### config.mk
export PLATFORM = sky130hd
export DESIGN_NAME = bus_xbar_reg
export DESIGN_NICKNAME = d
export VERILOG_FILES = /design/src/rtl/bus_xbar_reg.sv
export SDC_FILE = /design/constraint.sdc
export NUM_CORES = 1
export LEC_CHECK = 0
export BUFFER_PORTS_ARGS = -buffer_cell sky130_fd_sc_hd__buf_2
export CAP_MARGIN = 20
export CORE_ASPECT_RATIO = 0.8
export CORE_MARGIN = 1
export CORE_UTILIZATION = 40
export CTS_BUF_LIST = sky130_fd_sc_hd__clkbuf_16
export CTS_CLUSTER_DIAMETER = 100
export DETAILED_ROUTE_END_ITERATION = 7
export PLACE_DENSITY_LB_ADDON = 0.1
export SLEW_MARGIN = 20
export SYNTH_ARGS = -nofsm -noshare
export SYNTH_HDL_FRONTEND = slang
export SYNTH_SLANG_ARGS = --single-unit
### constraint.sdc
create_clock -name clk -period 2.7 [get_ports clk]
set_clock_uncertainty 0.05 [all_clocks]
set_input_delay 0.405 -clock clk [delete_from_list [all_inputs] [get_ports clk]]
set_output_delay 0.405 -clock clk [all_outputs]
set_load 0.03 [all_outputs]
### src/rtl/bus_xbar_reg.sv
// bus_xbar_reg: registered master/slave crossbar holding one connection from arbiter request until last beat or watchdog abort.
// Define BUS_XBAR_PIPE_EN to register the forward and return data paths once.
module bus_xbar_reg #(
    parameter int NO_MASTERS = 2,
    parameter int NO_SLAVES  = 3,
    parameter int DATA_WIDTH = 1,
    parameter int TIMEOUT    = 255,
    parameter int S_ID_WIDTH = $clog2(NO_SLAVES + 1),
    parameter int M_ID_WIDTH = $clog2(NO_MASTERS)
) (
    input  logic                               clk,
    input  logic                               rstN,
    input  logic [M_ID_WIDTH+S_ID_WIDTH-1:0]   bus_state,
    input  logic                               state_vld,
    output logic                               state_ack,
    output logic                               busy,
    output logic                               done,
    output logic                               tout,
    output logic                               ready,
    input  logic [NO_MASTERS-1:0]              control_M,
    input  logic [NO_MASTERS-1:0]              valid_M,
    input  logic [NO_MASTERS-1:0]              last_M,
    input  logic [NO_MASTERS*DATA_WIDTH-1:0]   wD_M,
    output logic [NO_MASTERS*DATA_WIDTH-1:0]   rD_M,
    output logic [NO_MASTERS-1:0]              ready_M,
    output logic [NO_SLAVES-1:0]               control_S,
    output logic [NO_SLAVES-1:0]               valid_S,
    output logic [NO_SLAVES-1:0]               last_S,
    output logic [NO_SLAVES*DATA_WIDTH-1:0]    wD_S,
    input  logic [NO_SLAVES*DATA_WIDTH-1:0]    rD_S,
    input  logic [NO_SLAVES-1:0]               ready_S
);
    typedef enum logic [1:0] {IDLE, ACTIVE, DRAIN} state_t;
    state_t state, state_nx;
    logic [M_ID_WIDTH-1:0] m_sel, req_m;
    logic [S_ID_WIDTH-1:0] s_sel, req_s;
    logic [15:0] wd_cnt;
    logic req_bad, req_park, fin, expire;
    logic m_ctrl, m_vld, m_last, s_rdy;
    logic [DATA_WIDTH-1:0] m_wd, s_rd;
    logic [NO_SLAVES-1:0] c_control_S, c_valid_S, c_last_S;
    logic [NO_SLAVES*DATA_WIDTH-1:0] c_wD_S;
    logic [NO_MASTERS*DATA_WIDTH-1:0] c_rD_M;
    logic [NO_MASTERS-1:0] c_ready_M;

    assign {req_m, req_s} = bus_state;
    assign req_bad = 32'(req_m) >= NO_MASTERS || 32'(req_s) > NO_SLAVES;
    assign req_park = 32'(req_s) == NO_SLAVES;
    assign fin = state == ACTIVE && m_vld && m_last && s_rdy;
    // an idle cycle cannot also be a last beat, so completion priority is implicit
    assign expire = state == ACTIVE && !m_vld && 32'(wd_cnt) == TIMEOUT - 1;

    always_ff @(posedge clk or negedge rstN)
        if (!rstN) state <= IDLE;
        else state <= state_nx;

    always_comb begin
        state_nx = state;
        if (state == IDLE && state_vld && !req_bad && !req_park) state_nx = ACTIVE;
        else if (fin || expire) state_nx = DRAIN;
        else if (state == DRAIN) state_nx = IDLE;
    end

    always_comb begin
        state_ack = state == IDLE && state_vld;
        busy = state != IDLE;
        ready = busy && s_rdy;
    end

    always_ff @(posedge clk or negedge rstN)
        if (!rstN) begin
            m_sel <= '0;
            s_sel <= '0;
            wd_cnt <= '0;
            tout <= 1'b0;
            done <= 1'b0;
        end else begin
            if (state == IDLE && state_nx == ACTIVE) begin
                m_sel <= req_m;
                s_sel <= req_s;
            end else if (state == DRAIN) begin
                m_sel <= '0;
                s_sel <= '0;
            end
            wd_cnt <= (state == ACTIVE && !m_vld) ? wd_cnt + 16'd1 : '0;
            tout <= (state_ack && req_bad) || expire;
            // tout is high throughout a timeout's DRAIN cycle, so it marks the abnormal path
            done <= state == DRAIN && !tout;
        end

    always_comb begin
        m_ctrl = 1'b0;
        m_vld = 1'b0;
        m_last = 1'b0;
        m_wd = '0;
        s_rdy = 1'b0;
        s_rd = '0;
        for (int i = 0; i < NO_MASTERS; i++)
            if (32'(m_sel) == i) begin
                m_ctrl = control_M[i];
                m_vld = valid_M[i];
                m_last = last_M[i];
                m_wd = wD_M[i*DATA_WIDTH +: DATA_WIDTH];
            end
        for (int i = 0; i < NO_SLAVES; i++)
            if (32'(s_sel) == i) begin
                s_rdy = ready_S[i];
                s_rd = rD_S[i*DATA_WIDTH +: DATA_WIDTH];
            end
    end

    always_comb begin
        c_control_S = '0;
        c_valid_S = '0;
        c_last_S = '0;
        c_wD_S = '0;
        c_rD_M = '0;
        c_ready_M = '1;
        for (int i = 0; i < NO_SLAVES; i++)
            if (busy && 32'(s_sel) == i) begin
                c_control_S[i] = m_ctrl;
                c_valid_S[i] = m_vld;
                c_last_S[i] = m_last;
                c_wD_S[i*DATA_WIDTH +: DATA_WIDTH] = m_wd;
            end
        for (int i = 0; i < NO_MASTERS; i++)
            if (busy && 32'(m_sel) == i) begin
                c_rD_M[i*DATA_WIDTH +: DATA_WIDTH] = s_rd;
                c_ready_M[i] = s_rdy;
            end
    end

`ifdef BUS_XBAR_PIPE_EN
    always_ff @(posedge clk or negedge rstN)
        if (!rstN) begin
            control_S <= '0;
            valid_S <= '0;
            last_S <= '0;
            wD_S <= '0;
            rD_M <= '0;
            ready_M <= '1;
        end else begin
            control_S <= c_control_S;
            valid_S <= c_valid_S;
            last_S <= c_last_S;
            wD_S <= c_wD_S;
            rD_M <= c_rD_M;
            ready_M <= c_ready_M;
        end
`else
    assign control_S = c_control_S;
    assign valid_S = c_valid_S;
    assign last_S = c_last_S;
    assign wD_S = c_wD_S;
    assign rD_M = c_rD_M;
    assign ready_M = c_ready_M;
`endif
endmodule

# [Word level (Yosys, flattened, before mapping)]
# Index checks and enable logic that the tools add are counted.
[word_totals] reg_bits=23 output_inout_bits=21 inputBits=20
[op_classes] n_mux=34 n_bitwise=1 reduce_logical=23 n_eq_ne=7 add_sub_neg=1
[ops] cell="1-bit 2-to-1 mux" count=28
[ops] cell="16-bit by 1-bit adder with 16-bit output (second input constant)" count=1
[ops] cell="16-bit by 8-bit equality test with 1-bit output (second input constant)" count=1
[ops] cell="16-bit 2-to-1 mux" count=1
[ops] cell="1-bit logical AND" count=15
[ops] cell="2-bit 2-to-1 mux" count=5
[ops] cell="2-bit by 1-bit equality test with 1-bit output (second input constant)" count=3
[ops] cell="2-bit equality test (second input constant)" count=3
[ops] cell="2-bit zero test" count=2
[ops] cell="2-bit nonzero test" count=2
[ops] cell="1-bit zero test" count=3
[ops] cell="1-bit logical OR" count=1
[ops] cell="1-bit NOT" count=1

# [Depth between registers and ports, before layout]
# Gate-level depths: netlist (run 1).
[depth] word_depth=11 depth_mapped=6

# [Worst setup path after synthesis (run 1)]
# OpenSTA, ideal clock, no wires.
[synth_path] path_type="register to output" from="register s_sel[0]" to="output port rD_M[1]" stages_incl_launch_ff=6 n_path_buf=1 required_ns=2.245 slack_ns=0.743 arrival_time_ns=1.502 path_cell_list="dfrtp_1 -> clkbuf_1 -> mux2i_1 -> nor2_1 -> a31oi_1 -> nor3b_1"
[synth_via] elab_chain_cells=5 elab_cells_between_ends=7 classes_between="eq/ne (2); mux (4); reduce/logical (1)"
[synth_rtl] item="start, declared" line="36" rtl="logic [S_ID_WIDTH-1:0] s_sel, req_s;"
[synth_rtl] item="start signal, assigned" line="80" rtl="s_sel <= req_s;"
[synth_rtl] item="2-bit zero test" line="106" rtl="if (32'(s_sel) == i) begin"
[synth_rtl] item="1-bit 2-to-1 mux (2 in a row)" line="106"
[synth_rtl] item="1-bit 2-to-1 mux (*)" line="106"
[synth_rtl] item="1-bit 2-to-1 mux (*)" line="127" rtl="if (busy && 32'(m_sel) == i) begin"
[synth_rtl] item="end, declared" line="24" rtl="output logic [NO_MASTERS*DATA_WIDTH-1:0] rD_M,"
# Mark *: on every way between the ends. The rest lies on a longest branch, timed or not.

# [Worst setup path after layout (run 1)]
[layout_path] from="register state[1]" to="output port valid_S[2]"
[layout_via] elab_chain_cells=3
[layout_rtl] item="start, declared" line="34" rtl="state_t state, state_nx;"
[layout_rtl] item="start signal, assigned" line="55" rtl="else state <= state_nx;"
[layout_rtl] item="2-bit nonzero test" line="66" rtl="busy = state != IDLE;"
[layout_rtl] item="1-bit logical AND" line="120" rtl="if (busy && 32'(s_sel) == i) begin"
[layout_rtl] item="1-bit 2-to-1 mux" line="120"
[layout_rtl] item="end, declared" line="27" rtl="output logic [NO_SLAVES-1:0] valid_S,"
# Every way passes these cells.

==> results of run 1 <==
-- area by class of cell --
| class | instances | area [um^2] | area share, % |
|---|---|---|---|
| Clock buffer | 3 | 75.07 | 4.747 |
| Clock inverter | 1 | 3.754 | 0.2373 |
| Inverter | 9 | 33.78 | 2.136 |
| Multi-Input combinational cell | 110 | 645.6 | 40.82 |
| Sequential cell | 23 | 575.6 | 36.39 |
| Tap cell | 38 | 47.55 | 3.006 |
| Timing Repair Buffer | 40 | 200.2 | 12.66 |
-- registers in the layout, indices dropped and copies added (netlist names) --
name and flops:
done 1, m_sel 1, s_sel 2, state 2
tout 1, wd_cnt 16
-- through the flow --
step	std cells	hold slack, ns
finish	224	0.06342
global route	224	0.1135
CTS	224	0.07807
detailed placement	220	0.3521
global placement	220	0.3507
floorplan	145	0.05941
-- metal layers --
metal  wire length [um]  part of all wire [%]  vias to the layer above
met5                  0                     0                        -
met1               1299                    48                      544
li1                   -                     -                      577
met2               1217                    45                       25
met4                 15                  0.56                        0
met3                155                   5.8                        2
-- synthesized netlist by cell type (3+ instances only) --
| cell | number |
|---|---|
| mux2i_1 | 6 |
| a21oi_1 | 3 |
| or3_1 | 6 |
| nor3_1 | 3 |
| nand4_1 | 4 |
| dfrtp_1 | 23 |
| inv_1 | 9 |
| nand3_1 | 9 |
| xor2_1 | 4 |
| nand2_1 | 9 |
| o21ai_0 | 7 |
| nor2_1 | 33 |
| xnor2_1 | 7 |
-- logic make-up after synthesis --
family | after synthesis
flops | 23
compound gates | 15
fa+ha+maj | 2
mux | 6
buf+inv | 12
xor+xnor | 11
simple gates | 76
-- path summary, 6_finish.rpt --
check                                    startpoint                   end  slack (ns)  depth (start not counted)
min in group clk                       bus_state[2]     m_sel$_DFFE_PN0P_        0.36                          3
worst max-delay path             state[1]$_DFF_PN0_            valid_S[2]        0.65                          5
worst min register to register       tout$_DFF_PN0_        done$_DFF_PN0_        0.36                          1
max in group asynchronous                      rstN   wd_cnt[0]$_DFF_PN0_        2.20                          1
worst min-delay path                           rstN   wd_cnt[4]$_DFF_PN0_        0.06                          1
worst max register to register  wd_cnt[2]$_DFF_PN0_  wd_cnt[15]$_DFF_PN0_        0.82                          4
-- power by group through the flow --
| stage | registers [uW] | clock network [uW] | logic (uW) |
|---|---|---|---|
| 3_3_place_gp | 482 | 0 | 713 |
| 6_report | 481 | 309 | 714 |
| 3_5_place_dp | 484 | 0 | 721 |
| 5_1_grt | 495 | 335 | 789 |
| 4_1_cts | 478 | 320 | 721 |
| 2_1_floorplan | 445 | 0 | 565 |
-- cell usage in the layout, fill, tap and decap left out, types with 2 or more instances in the layout --
cell type and count:
buf_2 40, nor2_1 33, dfrtp_1 23, inv_1 10, nand3_1 9, nand2_1 9
o21ai_0 7, xnor2_1 7, or3_1 6, mux2i_1 6, nand4_1 4, xor2_1 4
a21oi_1 3, nor3_1 3, clkbuf_16 3, or3_2 2, nor4_1 2, ha_1 2
==> qor.txt, run 1 <==
Register area share after synthesis: 45.41%
Area leader, netlist: dfrtp_1
Sequential power share: 32.0%
Fin crit share: 76.06%
Antenna violations before repair: 0
Initial Utilization: 44.14%
Initial drt markers: 77
CP dominant cell by count: nor2_1
TNS Setup: 0 ns
Total power: 1504 uW
Synth area leaders: dfrtp_1 45%, nor2_1 9.8%, xnor2_1 4.8%
Comb pwr share: 47.5%
Layout cells sized above 1: 26.34%
CTS clock-pin slew for the worst setup and hold paths: 0.06 ns
Grt met3 use: 6.304%
Die X: 64.94 um
Nets: 209
MaxCap Viol Count: 0
Post-Synth Adder-Cell Area: 1.974%
Busiest grt layer: met2
Cell Chain, Critical Path: nor2_1, inv_1, nand3_1, nor2_1, buf_2
Fillers: 273
Total net switching power: 691.7 uW
Fmax: 486.9 MHz
CTS Buffer Depth: 2
Post-placement cell area: 1503 um^2
Dpl ws: 0.8584 ns
DP Wirelength: 2.142 mm
Type of origin of the critical path: flop
Drt drc: 0
Clock Latency Late Sink: 0.25 ns
Worst Path Class, Setup: flop to output pin
Yosys cell types: 31
Outcome: finished clean
Largest net degree at the start of global routing: 24
Mapped Nets: 167
Root Buffer: clkbuf_16
Antenna cell count: 0
VDD IR-drop max: 0.4797 mV
Synth Warn #: 0
Clock sinks: 23
# port buffers: 40
Leakage: 0.0007545 uW
CP Max Fanout: 9
RSZ-0062 raised after global routing: false
CTS resizes: 0
CP bufs+invs: 2
Clk pwr share: 20.6%
Endpoints failing hold: 0
Drt wl/cell: 12.00 um
Post-Syn Area: 1267 um^2
Crit path DAT: 1.60 ns
CTS H-tree lvls: 1
Total global routing overflow: 0
GRT met1 Usage: 23.71%
DR vias: 1148
Post-CTS Setup Inserts: 0
Minimum clock period: 2.054 ns
Internal power: 812.6 uW
Synth Flop Type: dfrtp_1
XOR/XNOR Fraction of Synth Area: 7.601%
Switching share of total power: 45.98%
Flops & latches, synth: 23
Worst Path Required: 2.25 ns
Via-to-Cell Ratio: 5.125
Average size of a mapped cell: 8.741 um^2
Rows: 17
Die ar.: 3399 um^2
Multiplexer share of the synthesized area: 4.738%
Placer Congestion: 0.7579
Top Family by Delay on Critical Path: simple AND/OR/NAND/NOR gates
Routed WL: 2.688 mm
Drt pass-1 iters: 4
Fraction of the mapped netlist area in compound gates: 6.811%
Crit-path slowest cell: dfrtp_1
CTS tree: built
Share of the synthesized area in the top cell type: 45.41%
Final Util: 55.08%
Hold-fix buffers at CTS: 0
Total track usage: 18.19%
Measured slew at the worst slew-check pin: 0.5218 ns
Vias in the first global route: 1124
First-pass GRT wire length: 4.761 mm
Post-synth ARST share: 100.0%
Final WS setup: 0.6463 ns
Crit-path max cell delay: 0.41 ns
Post-route cell area: 1582 um^2
Worst hold path type: primary input to asynchronous set/reset pin
Met2 Usage GRT: 28.47%
Cell count after synthesis: 145
Slew Viols, Final: 0
Die H: 52.35 um
Pwr dens: 951.2 nW/um^2
Slew margin rel.: 65.13%
CTS Buf Count: 3
Synth Area in Simple Gates: 29.81%
Critical Path End Type: output pin
Number of synthesized flops with an enable pin: 0
Final setup fails: 0
Area growth syn-to-layout: 24.78%
Post-route ant nets: 0
Core area: 2872 um^2
Largest family of logic cells by synthesized area: simple AND/OR/NAND/NOR gates
I/O pin cnt: 41
Note: power is estimated with default switching activity, not from simulation.
==> run 2: changes to the inputs <==
Clock period 2.7 ns to 1.9 ns, I/O delays scaled along.
==> run 2 against run 1 <==
Clock-buffer cell count is the same. Hold slack gained 0.18 ns. First-iteration DRC count shrank 39%. Combinational power grew 60%. Non-clock buffer count grew 7. Die area is the same. Via count grew 4.0%. Flip-flop and latch count is the same. Total power grew 50%. Sequential share of layout area shrank 1.5 points. Final area grew 4.4%. Cell count grew 3.1%. Critical endpoint is now wD_S[1].
==> qor.txt, run 2 (synthesis results as in run 1) <==
Final setup fails: 0
Die X: 64.94 um
Routed WL: 3.074 mm
MaxCap Viol Count: 0
Drt wl/cell: 13.31 um
Clock Latency Late Sink: 0.25 ns
Die ar.: 3399 um^2
Fin crit share: 95.59%
Comb pwr share: 50.8%
CTS tree: built
Final Util: 57.52%
Post-placement cell area: 1540 um^2
Antenna violations before repair: 0
Vias in the first global route: 1155
Max reg flops: 16
Core area: 2872 um^2
Slew margin rel.: 65.80%
Area growth syn-to-layout: 30.31%
TNS Setup: 0 ns
Most frequent cells in the layout: 39 x buf_2, 33 x nor2_1, 22 x dfrtp_1, 10 x inv_1
Final WS setup: 0.08371 ns
VDD IR-drop max: 0.7419 mV
Outcome: finished clean
CTS H-tree lvls: 1
Slew Viols, Final: 0
Post-route ant nets: 0
Minimum clock period: 1.816 ns
I/O pin cnt: 41
Via-to-Cell Ratio: 5.169
CP Max Fanout: 8
Drt drc: 0
Type of origin of the critical path: flop
Largest net degree at the start of global routing: 24
Nets: 216
DP Wirelength: 2.301 mm
Dpl ws: 0.1091 ns
Worst Path Class, Setup: flop to output pin
Endpoints failing hold: 0
Largest registers: wd_cnt: 16 flops, s_sel: 2 flops, state: 2 flops
Total net switching power: 1028 uW
Die H: 52.35 um
CTS Buf Count: 3
Leakage: 0.0007856 uW
Worst hold path type: primary input to flop
Pwr dens: 1364 nW/um^2
Initial Utilization: 44.14%
CTS Buffer Depth: 2
Rows: 17
# port buffers: 40
Total power: 2253 uW
Clock sinks: 23
Drt pass-1 iters: 4
Post-route cell area: 1652 um^2
Layout cells sized above 1: 30.57%
CTS clock-pin slew for the worst setup and hold paths: 0.06 ns
Initial drt markers: 47
Antenna cell count: 0
Internal power: 1225 uW
Fmax: 550.6 MHz
First-pass GRT wire length: 5.154 mm
Crit path DAT: 1.48 ns
Total track usage: 20.02%
DR vias: 1194
Clk pwr share: 19.6%
Placer Congestion: 0.7906
Root Buffer: clkbuf_16
Sequential power share: 29.6%
Measured slew at the worst slew-check pin: 0.5130 ns
Critical Path End Type: output pin
Switching share of total power: 45.64%
Worst Path Required: 1.56 ns
Largest Register: wd_cnt
Commonest non-fill, non-tap cell in the layout: buf_2
Total global routing overflow: 0
run 2: critical path, stage by stage (launching register included):
cell	delay [ns]
dfrtp_1	0.45
or3_1	0.46
nor2_1	0.12
clkbuf_4	0.20
run 2: metal layers:
metal	routed length, um	part of all wire, %	GRT usage, %	up-vias
li1	-	-	-	596
met1	1525	50	27.58	570
met2	1385	45	31.94	24
met3	137	4.5	4.348	4
met4	25	0.81	4.815	0
met5	0	0	0	-
run 2: worst paths after layout:
kind / startpoint / to / slack, ns / cells after the start
max: s_sel[1]$_DFFE_PN0P_ / wD_S[1] / 0.08 / 3
min: bus_state[2] / m_sel$_DFFE_PN0P_ / 0.25 / 3
max reg2reg: wd_cnt[2]$_DFF_PN0_ / wd_cnt[15]$_DFF_PN0_ / 0.10 / 4
min reg2reg: tout$_DFF_PN0_ / done$_DFF_PN0_ / 0.37 / 1
max in group asynchronous: rstN / s_sel[0]$_DFFE_PN0P_ / 0.93 / 2
min in group asynchronous: rstN / wd_cnt[6]$_DFF_PN0_ / 0.49 / 2
run 2: repair_timing:
| item | in CTS | in global routing |
|---|---|---|
| setup buffers | 0 | 1 |
| hold buffers | 1 | 0 |
| resized for setup | 1 | 4 |
| endpoints found under the setup margin | 4 | 8 |
| hold endpoints to repair | 23 | 0 |
run 2: final cells by class:
class                   instances  area [um^2]
clock inverters                 1        3.754
fillers                       271         1220
multi-input cells             110        656.9
repair buffers                 47        257.7
flip-flops and latches         23        576.8
inverters                       9        33.78
well taps                      38        47.55
clock buffers                   3        75.07
run 2: per-stage QoR:
stage | cells | hold slack, ns
finish | 231 | 0.2475
global route | 231 | 0.2784
CTS | 230 | 0.2528
detailed placement | 225 | 0.2407
global placement | 225 | 0.2298
floorplan | 145 | -0.06059
run 2: power by group through the flow:
stage          logic (uW)  clock network [uW]  registers, uW
2_1_floorplan         803                   0            632
3_3_place_gp         1080                   0            670
3_5_place_dp         1100                   0            678
4_1_cts              1100                 452            672
5_1_grt              1250                 472            681
6_report             1140                 442            667
==> run 3: changes to the inputs <==
Settings changed: CORE_UTILIZATION 40 to 45.
==> run 3 against run 2 <==
Setup slack worse by 0.011 ns. Utilization is 7.0 points higher. Total power is 0.14% lower. Clock power hardly changed. Die area is 11% lower. Combinational power hardly changed. Fmax is 0.59% lower. Cell count is 1.3% lower. Sequential share of layout area hardly changed. First-iteration DRC count is 110% higher. Flip-flop and latch count stayed put.
==> qor.txt, run 3 (synthesis results as in run 1) <==
Placed insts: 223
Area growth syn-to-layout: 30.50%
Largest net degree at the start of global routing: 24
I/O pin cnt: 41
Vias in the first global route: 1200
Clock sinks: 23
Final setup fails: 0
# port buffers: 40
Type of origin of the critical path: flop
CP Max Fanout: 6
MaxCap Viol Count: 0
Post-route ant nets: 0
Cell Chain, Critical Path: inv_1, or3_4, nor2_1, clkbuf_4
Layout cells sized above 1: 31.77%
Die ar.: 3034 um^2
Total track usage: 23.46%
Slew Viols, Final: 0
Critical Path End Type: output pin
Drt wl/cell: 13.25 um
Worst Path Class, Setup: flop to output pin
CP bufs+invs: 2
Max reg flops: 16
Crit-path slowest cell: dfrtp_2
CTS Buffer Depth: 2
Fin crit share: 96.16%
Largest Register: wd_cnt
DR vias: 1199
Post-CTS Setup Inserts: 0
CTS clock-pin slew for the worst setup and hold paths: 0.06 ns
Fmax: 547.3 MHz
Drt drc: 0
Routed WL: 3.020 mm
CTS Buf Count: 3
Total global routing overflow: 0
TNS Setup: 0 ns
Dpl ws: 0.09276 ns
Placer Congestion: 0.8313
Rows: 16
Minimum clock period: 1.827 ns
Root Buffer: clkbuf_16
Non-Filler Instances: 228
Top Family by Delay on Critical Path: simple AND/OR/NAND/NOR gates
Drt pass-1 iters: 4
CTS tree: built
Antenna violations before repair: 0
Final Util: 64.55%
Crit-path max cell delay: 0.43 ns
Initial Utilization: 49.46%
Worst hold path type: primary input to flop
Outcome: finished clean
Final WS setup: 0.07292 ns
Leakage: 0.0007804 uW
Worst Path Required: 1.56 ns
Via-to-Cell Ratio: 5.259
CTS H-tree lvls: 1
Most frequent cells in the layout: 38 x buf_2, 31 x nor2_1, 21 x dfrtp_1, 10 x inv_1
DP Wirelength: 2.305 mm
First-pass GRT wire length: 5.354 mm
Endpoints failing hold: 0
Commonest non-fill, non-tap cell in the layout: buf_2
Largest registers: wd_cnt: 16 flops, s_sel: 2 flops, state: 2 flops
Core area: 2562 um^2
Crit path DAT: 1.49 ns
Nets: 215
VDD IR-drop max: 0.6757 mV
Antenna cell count: 0
Pwr dens: 1360 nW/um^2
Clock Latency Late Sink: 0.25 ns
Post-placement cell area: 1538 um^2
Initial drt markers: 100
RSZ-0062 raised after global routing: false
Measured slew at the worst slew-check pin: 0.4976 ns
Post-route cell area: 1654 um^2
Slew margin rel.: 66.83%
Die X: 61.34 um
Die H: 49.47 um
Flop-to-flop setup slack: 0.11 ns
-- run 3: changes by cell type in the layout (fill, tap and decap cells not counted), moves of 2 or more --
cell / before / now
mux2i_1: 3 / 5
mux2i_2: 3 / 1
nor2_1: 33 / 31
nor2_2: 0 / 2
-- run 3: timing repair --
action / CTS / global route
gates cloned: 0 / 0
pin swaps: 0 / 0
endpoints found under the hold margin: 23 / 0
resized for setup: 1 / 8
hold buffers: 1 / 0
setup endpoints to repair: 1 / 9
-- run 3: path summary, 6_finish.rpt --
kind / start / endpoint / cells past startpoint
worst min-delay path: bus_state[2] / m_sel$_DFFE_PN0P_ / 3
worst max-delay path: s_sel[0]$_DFFE_PN0P_ / valid_S[1] / 4
worst max register to register: wd_cnt[11]$_DFF_PN0_ / state[0]$_DFF_PN0_ / 4
min in group asynchronous: rstN / wd_cnt[12]$_DFF_PN0_ / 2
max in group asynchronous: rstN / s_sel[1]$_DFFE_PN0P_ / 2
worst min register to register: tout$_DFF_PN0_ / done$_DFF_PN0_ / 1
-- run 3: through the flow --
stage | hold slack (ns) | total power [uW]
after floorplan | -0.06059 | 1435
after global placement | 0.2312 | 1749
after detailed placement | 0.2394 | 1766
after CTS | 0.2471 | 2218
after global routing | 0.2599 | 2400
final | 0.2438 | 2250
-- run 3: area by class of cell --
cell class / instances / area (um^2)
fillers: 250 / 908.4
multi-input cells: 110 / 665.6
flip-flops and latches: 23 / 578.1
repair buffers: 46 / 252.7
clock buffers: 3 / 75.07
well taps: 36 / 45.04
inverters: 9 / 33.78
clock inverters: 1 / 3.754
-- run 3: tightest hold or removal path: cells and delay by family --
kind / cells / cell delay [ns]
AO/OA/AOI/OAI: 1 / 0.07
buffers and inverters: 2 / 0.15
-- run 3: power breakdown --
part	switching, uW	total [uW]	internal (uW)	leakage [uW]
Clock	163	444	281	0.0000423
Sequential	118	685	568	0.000310
Combinational	747	1120	373	0.000428
-- run 3: routing by layer --
metal | vias to the layer above | part of all wire (%) | global-route usage (%)
met4 | 0 | 0.56 | 3.333
met2 | 27 | 48 | 38.04
met1 | 582 | 47 | 32.78
met5 | - | 0 | 0
li1 | 588 | - | -
met3 | 2 | 3.8 | 4.987
